`src/rtl/rsc_pkg.sv`:
```
// Shared types and constants for the LTE/NB-IoT 8-state RSC encoder.
package rsc_pkg;

  typedef enum logic [1:0] {S_IDLE, S_ENC, S_TAIL, S_DONE} rsc_state_e;

  // Polynomial taps, MSB = D^0 ... LSB = D^3
  localparam logic [3:0] G0 = 4'b1011;
  localparam logic [3:0] G1 = 4'b1101;
  localparam int N_TAIL = 3;

  function automatic int cnt_width(input int k);
    return $clog2(k + N_TAIL);
  endfunction

endpackage

```
`src/rtl/rsc_trellis_step.sv`:
```
// Single combinational trellis step; in tail mode the input is forced so the feedback cancels.
module rsc_trellis_step
  import rsc_pkg::*;
(
  input  logic       u,
  input  logic [2:0] state,
  input  logic       tail,
  output logic       sys,
  output logic       par,
  output logic [2:0] next_state
);
  logic s1, s2, s3, fb, u_eff, a;

  always_comb begin
    {s1, s2, s3} = state;
    fb    = (G0[2] & s1) ^ (G0[1] & s2) ^ (G0[0] & s3);
    u_eff = tail ? fb : u;
    a     = u_eff ^ fb;
    sys   = u_eff;
    par   = (G1[3] & a) ^ (G1[2] & s1) ^ (G1[1] & s2) ^ (G1[0] & s3);
    next_state = {a, s1, s2};
  end
endmodule

```
`src/rtl/rsc_term_encoder.sv`:
```
// RSC constituent encoder with valid/ready bit stream; trellis termination built
// only when RSC_TAIL_EN is defined.
module rsc_term_encoder
  import rsc_pkg::*;
#(
  parameter int K         = 40,
  parameter bit MSB_FIRST = 1
) (
  input  logic         clk,
  input  logic         rst,
  input  logic         start,
  input  logic [K-1:0] din,
  output logic         busy,
  output logic         out_valid,
  input  logic         out_ready,
  output logic         sys_out,
  output logic         par_out,
  output logic         out_tail,
  output logic         done,
  output logic [2:0]   state_out
);
  localparam int CW = cnt_width(K);
  localparam logic [CW-1:0] LAST_ENC = CW'(K - 1);

  rsc_state_e     fsm_q, fsm_d;
  logic [K-1:0]   sr_q, sr_d;
  logic [CW-1:0]  cnt_q, cnt_d;
  logic [2:0]     st_q, st_d, st_nxt;
  logic           cur_u, in_tail, sys_w, par_w, xfer;

  assign cur_u = MSB_FIRST ? sr_q[K-1] : sr_q[0];
`ifdef RSC_TAIL_EN
  localparam logic [CW-1:0] LAST_TAIL = CW'(K + N_TAIL - 1);
  assign in_tail = (fsm_q == S_TAIL);
`else
  assign in_tail = 1'b0;
`endif

  rsc_trellis_step u_step (
    .u(cur_u), .state(st_q), .tail(in_tail),
    .sys(sys_w), .par(par_w), .next_state(st_nxt)
  );

  assign out_valid = (fsm_q == S_ENC) || in_tail;
  assign xfer      = out_valid & out_ready;
  assign busy      = (fsm_q != S_IDLE);
  assign done      = (fsm_q == S_DONE);
  assign sys_out   = out_valid & sys_w;
  assign par_out   = out_valid & par_w;
  assign out_tail  = in_tail;
  assign state_out = st_q;

  always_comb begin
    fsm_d = fsm_q;
    sr_d  = sr_q;
    cnt_d = cnt_q;
    st_d  = st_q;
    case (fsm_q)
      S_IDLE: if (start) begin
        fsm_d = S_ENC;
        sr_d  = din;
        cnt_d = '0;
        st_d  = '0;
      end
      S_ENC: if (xfer) begin
        st_d  = st_nxt;
        sr_d  = MSB_FIRST ? {sr_q[K-2:0], 1'b0} : {1'b0, sr_q[K-1:1]};
        cnt_d = cnt_q + CW'(1);
`ifdef RSC_TAIL_EN
        if (cnt_q == LAST_ENC) fsm_d = S_TAIL;
`else
        if (cnt_q == LAST_ENC) fsm_d = S_DONE;
`endif
      end
`ifdef RSC_TAIL_EN
      S_TAIL: if (xfer) begin
        st_d  = st_nxt;
        cnt_d = cnt_q + CW'(1);
        if (cnt_q == LAST_TAIL) fsm_d = S_DONE;
      end
`endif
      default: fsm_d = S_IDLE;
    endcase
  end

  always_ff @(posedge clk or posedge rst) begin
    if (rst) begin
      fsm_q <= S_IDLE;
      sr_q  <= '0;
      cnt_q <= '0;
      st_q  <= '0;
    end else begin
      fsm_q <= fsm_d;
      sr_q  <= sr_d;
      cnt_q <= cnt_d;
      st_q  <= st_d;
    end
  end
endmodule
```
`config.mk`:
```
export PLATFORM = sky130hd
export DESIGN_NAME = rsc_term_encoder
export DESIGN_NICKNAME = d
export VERILOG_FILES = /design/src/rtl/rsc_pkg.sv /design/src/rtl/rsc_trellis_step.sv /design/src/rtl/rsc_term_encoder.sv
export SDC_FILE = /design/constraint.sdc
export NUM_CORES = 1
export LEC_CHECK = 0
export ABC_CLOCK_PERIOD_IN_PS = 1950
export BUFFER_PORTS_ARGS = -buffer_cell sky130_fd_sc_hd__buf_2
export CAP_MARGIN = 40
export CORE_UTILIZATION = 54
export DETAILED_ROUTE_END_ITERATION = 6
export PLACE_DENSITY = 0.79
export SLEW_MARGIN = 20
export SYNTH_ARGS = -nofsm -noshare
export SYNTH_HDL_FRONTEND = slang
export SYNTH_SLANG_ARGS = --single-unit
```
`constraint.sdc`:
```
create_clock -name clk -period 1.95 [get_ports clk]
set_input_delay 0.4875 -clock clk [delete_from_list [all_inputs] [get_ports clk]]
set_output_delay 0.4875 -clock clk [all_outputs]
set_load 0.01 [all_outputs]
```
# Yosys cells after proc, flatten, opt, wreduce, memory -nomap -nowiden

Cells that the tools add are included.
W data, S select, Z words.

Bits in registers: 51
Bits in latches: 0
Bits in writable memories: 0
Bits in read-only memories: 0
Input bits: 44
Output and inout port bits: 9
Word-level logic and storage cells: 36
Memories: 0

$add $sub $neg: 1
$mul: 0
Divide/modulo/power cells: 0
$lt $le $gt $ge: 0
Eq/ne operators: 6
Shift operators: 0
Multiplexer cells: 13
Bitwise logic cells: 7
Reductions and logical operators: 5

Operators with widths:

| operator              | number |
|---|---|
| $mux W40              | 2 |
| $pmux W40 S2          | 1 |
| $mux W6               | 2 |
| $pmux W6 S2           | 1 |
| $add A6 B1 Y6 const B | 1 |
| $eq A6 B6 Y1 const B  | 1 |
| $mux W2               | 3 |
| $mux W3               | 2 |
| $pmux W3 S2           | 1 |
| $reduce_and A3 Y1     | 2 |
| $ne A2 B1 Y1 const B  | 2 |
| $pmux W2 S2           | 1 |
| $reduce_bool A2 Y1    | 2 |
| $xor A1 B1 Y1         | 4 |
| $and A1 B1 Y1         | 3 |
| $eq A2 B1 Y1 const B  | 1 |
| $eq A2 B2 Y1 const B  | 1 |
| $logic_not A2 Y1      | 1 |
| $ne A2 B2 Y1 const B  | 1 |

# Depth between registers and ports, before layout

Gate-level depths: netlist of the first run.

Depth in word-level cells: 5
Depth in mapped cells: 6
Mapped depth without buffers: 4

# Hierarchy

Synthesis of the first run repeated with hierarchy kept, for this count alone.

Cells, all modules: 243
Area total of the unflattened synthesis: 2,651.3 µm²

By module, submodules not included:

| module           | instances | cells each | area each (µm²) | sequential area each (µm²) |
|---|---|---|---|---|
| rsc_term_encoder | 1         | 230        | 2,562.5         | 1,276.2 |
| rsc_trellis_step | 1         | 13         | 88.8            | 0.0 |

# Least setup slack after synthesis of the first run

Ideal clock, no wire load.

Path type: register to output
Start: register fsm_q[0]
End: output port sys_out
Data arrival time: 1,139 ps
Data required time: 1,462 ps
Slack: 323 ps
Stages on the path, launching flop included: 6
Path buffers: 3
Cells stage by stage: dfrtp_1 > buf_6 > nor2b_1 > buf_4 > buf_4 > and2_1

Word-level cells in the longest chain between the ends: 2

RTL lines:

| element                  | RTL line               | source |
|---|---|---|
| start: declaration       | rsc_term_encoder.sv:25 | `rsc_state_e fsm_q, fsm_d;` |
| start signal: assignment | rsc_term_encoder.sv:93 | `fsm_q <= fsm_d;` |
| $eq A2 B1 Y1             | rsc_term_encoder.sv:44 | `assign out_valid = (fsm_q == S_ENC) \|\| in_tail;` |
| net out_valid            | rsc_term_encoder.sv:14 | `output logic out_valid,` |
| $and A1 B1 Y1            | rsc_term_encoder.sv:48 | `assign sys_out = out_valid & sys_w;` |
| end: declaration         | rsc_term_encoder.sv:16 | `output logic sys_out,` |

The timed path passes the listed nets, and every way through them passes these cells.

# Final worst setup path of the first run

Start: register st_q[1], in the netlist state_out[1]
End: output port par_out

Word-level cells in the longest chain between the ends: 5

RTL lines:

| element                    | RTL line               | source |
|---|---|---|
| start: declaration         | rsc_term_encoder.sv:28 | `logic [2:0] st_q, st_d, st_nxt;` |
| start signal: assignment   | rsc_term_encoder.sv:96 | `st_q <= st_d;` |
| $xor A1 B1 Y1              | rsc_trellis_step.sv:16 | `fb = (G0[2] & s1) ^ (G0[1] & s2) ^ (G0[0] & s3);` |
| $xor A1 B1 Y1              | rsc_trellis_step.sv:18 | `a = u_eff ^ fb;` |
| $xor A1 B1 Y1 (2 in a row) | rsc_trellis_step.sv:20 | `par = (G1[3] & a) ^ (G1[2] & s1) ^ (G1[1] & s2) ^ (G1[0] & s3);` |
| $and A1 B1 Y1              | rsc_term_encoder.sv:49 | `assign par_out = out_valid & par_w;` |
| end: declaration           | rsc_term_encoder.sv:17 | `output logic par_out,` |

Every way passes these cells.

==> results of run 1 <==
[layer usage]
metal	vias up	wire [um]	GRT usage, %	share of wire [%]
met5	-	0	0	0
met4	0	89	9.333	1.7
met3	6	218	3.797	4.1
met2	49	2472	34.29	47
met1	912	2475	30.12	47
li1	938	-	-	-
[cell usage in the layout, fill, tap and decap left out, drive strengths merged, types with 3 or more instances in the layout]
cell    count
nand2       4
nand3      41
xor2        3
buf        63
a22o        5
and2        3
o21ai      42
mux2i      41
dfrtp      51
nor2        3
clkbuf      5
[kinds of logic after synthesis]
logic type      count (synthesis)
compound gates                 50
xor+xnor                        3
mux                            41
flops                          51
simple gates                   65
buf+inv                        23
fa+ha+maj                       1
other cells                     1
[stage by stage]
stage	hold slack, ps	power, W	util, %	setup WS, ps
floorplan	465.8	0.002176	-	233.0
global placement	487.5	0.002405	63.28	309.5
detailed placement	493.2	0.002445	63.28	264.8
CTS	165.7	0.003061	65.30	10.87
global route	183.9	0.003243	65.86	10.58
finish	154.9	0.003049	65.86	62.44
[power by group through the flow]
stage          logic [W]  clock network (W)  registers (W)
2_1_floorplan   0.000610                  0        0.00157
3_3_place_gp    0.000805                  0        0.00160
3_5_place_dp    0.000828                  0        0.00162
4_1_cts         0.000832           0.000629        0.00160
5_1_grt         0.000932           0.000664        0.00165
6_report        0.000833           0.000609        0.00161
[worst min-delay path by stage]
stage / depth (start not counted) / end / slack [ps]
global placement: 2 / sr_q[9]$_DFFE_PP0P_ / 490
CTS: 2 / sr_q[14]$_DFFE_PP0P_ / 170
floorplan: 1 / sr_q[0]$_DFFE_PP0P_ / 470
detailed placement: 2 / sr_q[14]$_DFFE_PP0P_ / 490
finish: 2 / sr_q[11]$_DFFE_PP0P_ / 150
global route: 2 / sr_q[11]$_DFFE_PP0P_ / 180
[sequential cells by signal, indices dropped and copies added, names as in the netlist]
| name | flops |
|---|---|
| cnt_q | 6 |
| fsm_q | 2 |
| sr_q | 40 |
| state_out | 3 |
[repair_timing]
item / in CTS / in global routing
buffers inserted: 0 / 2
resized for setup: 1 / 3
setup endpoints to repair: 1 / 2
hold buffers: 0 / 0
[area by class of cell]
class | instances | area share [%]
clock buffers | 5 | 2.335
repair buffers | 63 | 12.14
clock inverters | 3 | 0.6794
inverters | 2 | 0.2548
well taps | 52 | 2.208
flip-flops and latches | 51 | 43.44
multi-input cells | 161 | 38.94
[worst max-delay path, stage by stage, from the launching register on]
cell and delay, ps:
dfrtp_2 450, xor2_2 200, xor2_1 140, and2_1 160, buf_2 140
==> metrics.txt, run 1 <==
Die Y=a little over 70 um; Critical Path Sink=par_out; Finished Cell Area=2947 um2; Leak=about 1.6 nW; clk slew on worst S/H paths=about 100 ps; Die Wd=71.34 um; Post-synth EDFFs=0; worst skew pair latency=310 ps; post-synth top area share=around half; vias per cell=5.653; Root Driver=clkbuf_8; Synth Instances=roughly 240; PortBufs=between 50 and 60; reg2reg start=fsm_q[1]$_DFFE_PP0P_; IO Pins=53; DP Cell Count=327; synth warn=0; simple-gate area share of the yosys netlist=14.94%; sequential cell area=1280 um2; Synth Area in Compound Gates=11.23%; outcome=finished with violations; Min-Delay Path Class=in -> async; Setup Skew=10.42 ps; failing checks=design-rule violations; # setup viols final=0; Synth Flop Type=dfrtp_1; Final ANT Viol Nets=0; DRC=3; Max Cap Violations=0; most frequent cells after synthesis=dfrtp_1, mux2i_1, nand3_1; hpwl dp=3.522 mm; clock tree buffer depth=2; FF-to-FF setup slack=380 ps; Sw Share=33.10%; CP Launch Type=flop; First DRT Iteration DRCs=167; dominant cell type by area after synthesis=dfrtp_1; Total Wirelength=5.255 mm; fmax=529.8 MHz; share of layout cells above drive strength 1=30.53%; peak supply drop=approximately 0.6 mV; Crit Path Class=reg -> out; Arrival @ worst endpoint=1400 ps; first-pass GRT wire length=8.576 mm; die area=just over 5000 um2; via count=~1900; XOR/XNOR share of the synthesized area=1.012%; gr ovfl total=0; Worst setup EP type=output port; Area Overhead vs Synth=13.49%; initial antenna violation count=0; Worst R2R Path Depth=3; Setup TNS=0 ps; fin nets=329; register area share after synthesis=49.16%; routed wire length per instance=between 15 and 20 um; largest net degree at the start of global routing=44; area taken by multi-input logic gates=1147 um2; Cell Area, Synth=between 2000 and 3000 um2; Syn Area/Cell=roughly 11 um2; Fin. Hold Viols=0; internal power=0.002040 W; Clock Sink Count=51; # diodes=0; mux cell area share after synthesis=15.81%; Synth Register Bits=51; Fillers=366; fraction of registers with async set/reset=100.0%; number of CTS-inserted buffers=5; placed cell area=2831 um2; max-slew violation count=0; pwr dens=~1000 nW/um2; Post-Layout Cell Count=337; reg-to-reg endpoint=cnt_q[4]$_DFFE_PP0P_; Reg power frac=52.7%; Yosys cell types=34; GRT Total Usage=21.84%; vias in the first global route=1833; Starting Density=just under 60%; RSZ-0062 raised after global routing=no; fin crit period=approximately 1900 ps; Tcrit/Tclk final=between 90 and 100%; CTS H-tree lvls=2; origin of the worst setup path=state_out[1]$_DFFE_PP0P_; core area=4474 um2; crit-path max FO=4; drt first pass iters=6; largest family of logic cells by synthesized area=multiplexers; Psw=0.001009 W; synthesized net count=280; Synth Area in Adders=0.4819%; Clk network pwr share=20.0%; combinational group share of total power=27.3%; row cnt=24; clock tree from TritonCTS=yes; GP Congestion=0.7495; largest cells by area after synthesis=dfrtp_1, mux2i_1, nand3_1, o21ai_1, buf_6; WP data required=1460 ps; most numerous cell in the Yosys netlist=dfrtp_1
No activity file was read; power rests on OpenSTA's default activity.
==> inputs of run 2 (changes only) <==
Settings changed: ABC_CLOCK_PERIOD_IN_PS 1950 to 2160.
Clock period 1.95 ns to 2.16 ns, I/O delays scaled along.
==> run 2 against run 1 <==
The flow still finishes with violations (design-rule violations); via count up 1.3%; non-clock buffer count down 2; clock power down 0.7%; utilization down 0.25 points; register-to-register slack better by 20 ps; combinational power down 11%; clock skew up 2.0 ps; die area unchanged; critical path type unchanged; largest power group unchanged; highest routed layer unchanged.
==> metrics.txt, run 2 (synthesis results as in run 1) <==
outcome=finished with violations (unchanged); failing checks=design-rule violations (unchanged); Die Wd=71.34 um (unchanged); max-slew violation count=0 (unchanged); pwr dens=951.2 nW/um2 (was 1035 nW/um2); clock tree buffer depth=2 (unchanged); Fin. Hold Viols=0 (unchanged); CTS H-tree lvls=2 (unchanged); peak supply drop=0.4424 mV (was 0.5985 mV); # diodes=0 (unchanged); First DRT Iteration DRCs=191 (was 167); crit-path max FO=4 (unchanged); Core Util, Final=65.60% (was 65.86%); Sw Share=32.06% (was 33.10%); Die Y=71.34 um (unchanged); row cnt=24 (unchanged); Finished Cell Area=2935 um2 (was 2947 um2); hpwl dp=3.488 mm (was 3.522 mm); Final ANT Viol Nets=0 (unchanged); vias per cell=5.758 (was 5.653); internal power=0.001897 W (was 0.002040 W); top sig layer=met4 (unchanged); Psw=0.0008951 W (was 0.001009 W); first-pass GRT wire length=8.949 mm (was 8.576 mm); drt first pass iters=6 (unchanged); placed cell area=2831 um2 (unchanged); # setup viols final=0 (unchanged); vias in the first global route=1957 (was 1833); IO Pins=53 (unchanged); max reg flops=40 (unchanged); FF-to-FF setup slack=400 ps (was 380 ps); fin nets=327 (was 329); Reg power frac=51.8% (was 52.7%); Post-CTS Setup Inserts=0 (unchanged); commonest non-fill, non-tap cells in the layout=dfrtp_1, buf_2, mux2i_1, nand3_1, o21ai_1 (was buf_2, dfrtp_1, mux2i_1, nand3_1, o21ai_1); Starting Density=58.03% (unchanged); Leak=1.609 nW (was 1.604 nW); routed wl met3=247 um (was 218 um); Root Driver=clkbuf_8 (unchanged); WP data required=1620 ps (was 1460 ps); Tcrit/Tclk final=94.20%; Clock Sink Count=51 (unchanged); number of gates resized after CTS=0 (was 1); fmax=491.5 MHz; Max Cap Violations=0 (unchanged); fin crit period=2035 ps; largest net degree at the start of global routing=36 (was 44); number of CTS-inserted buffers=5 (unchanged); via count=1929 (was 1905); Arrival @ worst endpoint=1490 ps (was 1400 ps); wire length on met1=2.462 mm (was 2.475 mm); largest register by flop count=sr_q (unchanged); reg2reg start=fsm_q[0]$_DFFE_PP0P_ (was fsm_q[1]$_DFFE_PP0P_); Setup TNS=0 ps (unchanged); DRC=3 (unchanged); GRT Total Usage=22.68% (was 21.84%); initial antenna violation count=0 (unchanged); CP Launch Type=flop (unchanged); RSZ-0062 raised after global routing=no (unchanged); combinational group share of total power=26.5% (was 27.3%); Total Wirelength=5.219 mm (was 5.255 mm); Min-Delay Path Class=in -> async (unchanged); met2 wire length=2.489 mm (was 2.472 mm); worst skew pair latency=300 ps (was 310 ps); routed wire length per instance=15.58 um (was 15.59 um); slew margin rel.=64.16%; Worst R2R Path Depth=4 (was 3); Worst setup EP type=output port (unchanged); CTS Hold Bufs=0 (unchanged); GP Congestion=0.7748 (was 0.7495); die area=5089 um2 (unchanged); Clk network pwr share=21.7% (was 20.0%); core area=4474 um2 (unchanged); Area Overhead vs Synth=13.06% (was 13.49%); share of layout cells above drive strength 1=28.62% (was 30.53%); Setup Skew=12.46 ps (was 10.42 ps); clock tree from TritonCTS=yes (unchanged); reg-to-reg endpoint=sr_q[31]$_DFFE_PP0P_ (was cnt_q[4]$_DFFE_PP0P_); clk slew on worst S/H paths=100 ps (about the same); PortBufs=51 (unchanged); gr ovfl total=0 (unchanged); Crit Path Class=reg -> out (unchanged); worst-margin pin slew=536.9 ps
[run 2: cell count changes in the layout (fill, tap and decap cells not counted)]
cell	change
clkinv_2	-1
clkbuf_8	+2
xor2_2	-1
dfrtp_1	+3
dfrtp_2	-3
clkinvlp_4	-1
xor2_1	+1
buf_4	-2
[run 2: worst max-delay path by stage]
stage | startpoint | to | slack [ps]
floorplan | rst | cnt_q[0]$_DFFE_PP0P_ | 390
global placement | out_ready | sr_q[34]$_DFFE_PP0P_ | 330
detailed placement | out_ready | sr_q[31]$_DFFE_PP0P_ | 280
CTS | state_out[1]$_DFFE_PP0P_ | par_out | 110
global route | state_out[1]$_DFFE_PP0P_ | par_out | 20
finish | state_out[1]$_DFFE_PP0P_ | par_out | 130
[run 2: cell type report]
class | instances | area [um2]
fillers | 357 | 1539
flip-flops and latches | 51 | 1276
multi-input cells | 161 | 1140
repair buffers | 61 | 342.8
clock buffers | 7 | 96.34
well taps | 52 | 65.06
clock inverters | 1 | 7.507
inverters | 2 | 7.507
[run 2: layer usage]
layer / vias to the layer above / global-route usage [%]
met4: 0 / 6.444
met1: 940 / 31.43
met3: 2 / 4.501
met5: - / 0
met2: 51 / 36.61
li1: 936 / -
[run 2: stage by stage]
| stage | hold WS (ps) | cells | setup WS, ps | total power, W |
|---|---|---|---|---|
| final | 266.4 | 335 | 125.4 | 0.002792 |
| after detailed placement | 495.3 | 327 | 284.6 | 0.002201 |
| after floorplan | 465.8 | 235 | 390.5 | 0.001965 |
| after global routing | 306.8 | 335 | 21.49 | 0.002991 |
| after CTS | 276.7 | 335 | 114.7 | 0.002813 |
| after global placement | 486.7 | 327 | 330.0 | 0.002159 |
[run 2: worst max-delay path, cell delays in order (launching register included)]
cell	delay, ps
dfrtp_1	450
xor2_1	310
xor2_1	180
and2_1	130
buf_2	130
[run 2: power groups by stage]
stage	Combinational, W	Sequential (W)	Clock (W)
after global placement	0.000712	0.00145	0
after floorplan	0.000551	0.00141	0
after detailed placement	0.000743	0.00146	0
final	0.000741	0.00145	0.000605
after CTS	0.000750	0.00144	0.000619
after global routing	0.000847	0.00148	0.000660
==> inputs of run 3 (changes only) <==
Settings changed: CORE_UTILIZATION 54 to 55, PLACE_DENSITY 0.79 to 0.8, SYNTH_HIERARCHICAL set to 1.
==> run 3 against run 2 <==
The flow now finishes without violations; global-route usage is 0.97 points lower; register-to-register slack got worse by 40 ps; synthesized cell count up 3.4%; first-iteration DRC count shrank 20%; sequential cell count stayed put; sequential power rose by 8%; final area up 0.47%.
==> metrics.txt, run 3 <==
CTS H-tree lvls=2 (unchanged); CP Launch Type=flop (unchanged); largest cells by area after synthesis=dfrtp_1, mux2i_1, a21oi_1, nor3_1, buf_6 (was dfrtp_1, mux2i_1, nand3_1, o21ai_1, buf_6); Core Util, Final=65.47% (was 65.60%); Die Y=71.43 um (was 71.34 um); Syn Area/Cell=10.91 um2 (was 11.05 um2); Synth Register Bits=51 (unchanged); clk slew on worst S/H paths=90 ps (was 100 ps); Post-Place Setup Slack=403.2 ps (was 284.6 ps); CTS Hold Bufs=0 (unchanged); Post-CTS Setup Inserts=0 (unchanged); via count=1965 (was 1929); Starting Density=58.86% (was 58.03%); Final ANT Viol Nets=0 (unchanged); clock tree buffer depth=2 (unchanged); Finished Cell Area=2949 um2 (was 2935 um2); setup ws final=83.42 ps (was 125.4 ps); DRC=0 (was 3); max reg flops=40 (unchanged); Synth Instances=243 (was 235); RSZ-0062 raised after global routing=no (unchanged); initial antenna violation count=0 (unchanged); Fin. Hold Viols=0 (unchanged); fraction of registers with async set/reset=100.0% (unchanged); PortBufs=51 (unchanged); slew margin rel.=61.98% (was 64.16%); Total Wirelength=5.186 mm (was 5.219 mm); Area Overhead vs Synth=11.23% (was 13.06%); vias per cell=5.712 (was 5.758); most numerous cell in the Yosys netlist=dfrtp_1 (unchanged); max-slew violation count=0 (unchanged); Clock Sink Count=51 (unchanged); Worst setup EP type=output port (unchanged); GP Congestion=0.7787 (was 0.7748); share of layout cells above drive strength 1=27.40% (was 28.62%); largest net degree at the start of global routing=41 (was 36); hpwl dp=3.556 mm (was 3.488 mm); core area=4504 um2 (was 4474 um2); first-pass GRT wire length=8.604 mm (was 8.949 mm); row cnt=24 (unchanged); commonest non-fill, non-tap cells in the layout=dfrtp_1, buf_2, a21oi_1, mux2i_1, nor3_1 (was dfrtp_1, buf_2, mux2i_1, nand3_1, o21ai_1); largest register by flop count=sr_q (unchanged); placed cell area=2845 um2 (was 2831 um2); Arrival @ worst endpoint=1540 ps (was 1490 ps); WP data required=1620 ps (about the same); # setup viols final=0 (unchanged); crit-path max FO=11 (was 4); post-synth top area share=48.14% (was 49.16%); Cell Area, Synth=2651 um2 (was 2596 um2); number of CTS-inserted buffers=5 (unchanged); Synth Flop Type=dfrtp_1 (unchanged); die area=5102 um2 (was 5089 um2); register area share after synthesis=48.14% (was 49.16%); Root Driver=clkbuf_8 (unchanged); First DRT Iteration DRCs=152 (was 191); worst-margin pin slew=569.5 ps (was 536.9 ps); outcome=complete, no violations (was finished with violations); Post-synth EDFFs=0 (unchanged); routed wire length per instance=15.08 um (was 15.58 um); clock tree from TritonCTS=yes (unchanged); most frequent cells after synthesis=dfrtp_1, a21oi_1, mux2i_1, nor3_1 (was dfrtp_1, mux2i_1, nand3_1); Tcrit/Tclk final=96.14% (was 94.20%); pwr dens=1055 nW/um2 (was 951.2 nW/um2); vias in the first global route=1933 (was 1957); gr ovfl total=0 (unchanged); GRT Total Usage=21.72% (was 22.68%); synth warn=6 (was 0); dominant cell type by area after synthesis=dfrtp_1 (unchanged); drt first pass iters=4 (was 6); Die Wd=71.43 um (was 71.34 um); peak supply drop=0.5108 mV (was 0.4424 mV); Leak=1.456 nW (was 1.609 nW); IO Pins=53 (unchanged); Setup Skew=4.088 ps (was 12.46 ps); # diodes=0 (unchanged); fin crit period=2077 ps (was 2035 ps); Crit Path Class=reg -> out (unchanged); fmax=481.6 MHz (was 491.5 MHz); Setup TNS=0 ps (unchanged); Max Cap Violations=0 (unchanged); number of gates resized after CTS=0 (unchanged); fin nets=336 (was 327); Yosys cell types=35 (was 34); worst skew pair latency=300 ps (about the same); Min-Delay Path Class=in -> async (unchanged)
run 3: metrics by stage:
step                      hold WS [ps]  std cells  power [W]
after global routing             322.7        344   0.003326
after floorplan                  461.0        248   0.002318
after detailed placement         488.6        336   0.002532
after global placement           491.1        336   0.002477
after CTS                        301.8        344   0.003135
final                            288.2        344   0.003111
run 3: power by group:
group	total, W	internal (W)	leakage [nW]	switching [W]
sequential	0.00156	0.00131	0.532	0.000249
combinational	0.000959	0.000493	0.874	0.000466
clock	0.000595	0.000292	0.0505	0.000303
run 3: layer usage:
layer | up-vias | wire (um) | global-route usage [%]
met1 | 953 | 2393 | 27.54
met4 | 0 | 85 | 8.889
met2 | 46 | 2478 | 36.51
met5 | - | 0 | 0
met3 | 9 | 229 | 4.501
li1 | 957 | - | -
run 3: cell type report:
type,count,area (um2)
clock inverters,1,7.507
fillers,382,1555
clock buffers,7,96.34
well taps,52,65.06
repair buffers,61,342.8
inverters,1,3.754
multi-input cells,171,1157
flip-flops and latches,51,1276
run 3: final timing paths:
kind	startpoint	end	slack (ps)	cells after the start
worst max-delay path	fsm_q[1]$_DFFE_PP0P_	sys_out	80	3
worst min-delay path	rst	sr_q[15]$_DFFE_PP0P_	290	2
worst max register to register	fsm_q[1]$_DFFE_PP0P_	sr_q[3]$_DFFE_PP0P_	360	4
worst min register to register	cnt_q[3]$_DFFE_PP0P_	fsm_q[1]$_DFFE_PP0P_	500	1
max in group asynchronous	rst	cnt_q[4]$_DFFE_PP0P_	1350	3
min in group clk	din[0]	sr_q[0]$_DFFE_PP0P_	460	2
run 3: cell families after synthesis:
kind of cell             synth area share, %
adder cells (fa/ha/maj)               0.4718
flip-flops                             48.14
other                                 0.1414
XOR/XNOR                               1.322
AO/OA/AOI/OAI                          10.62
AND/OR/NAND/NOR                        13.97
multiplexers                           16.05
buffers and inverters                  9.297
run 3: critical path, cell delays in order (launching register included):
cell and delay, ps:
dfrtp_1 560, and2b_2 350, and2_1 190, buf_2 130
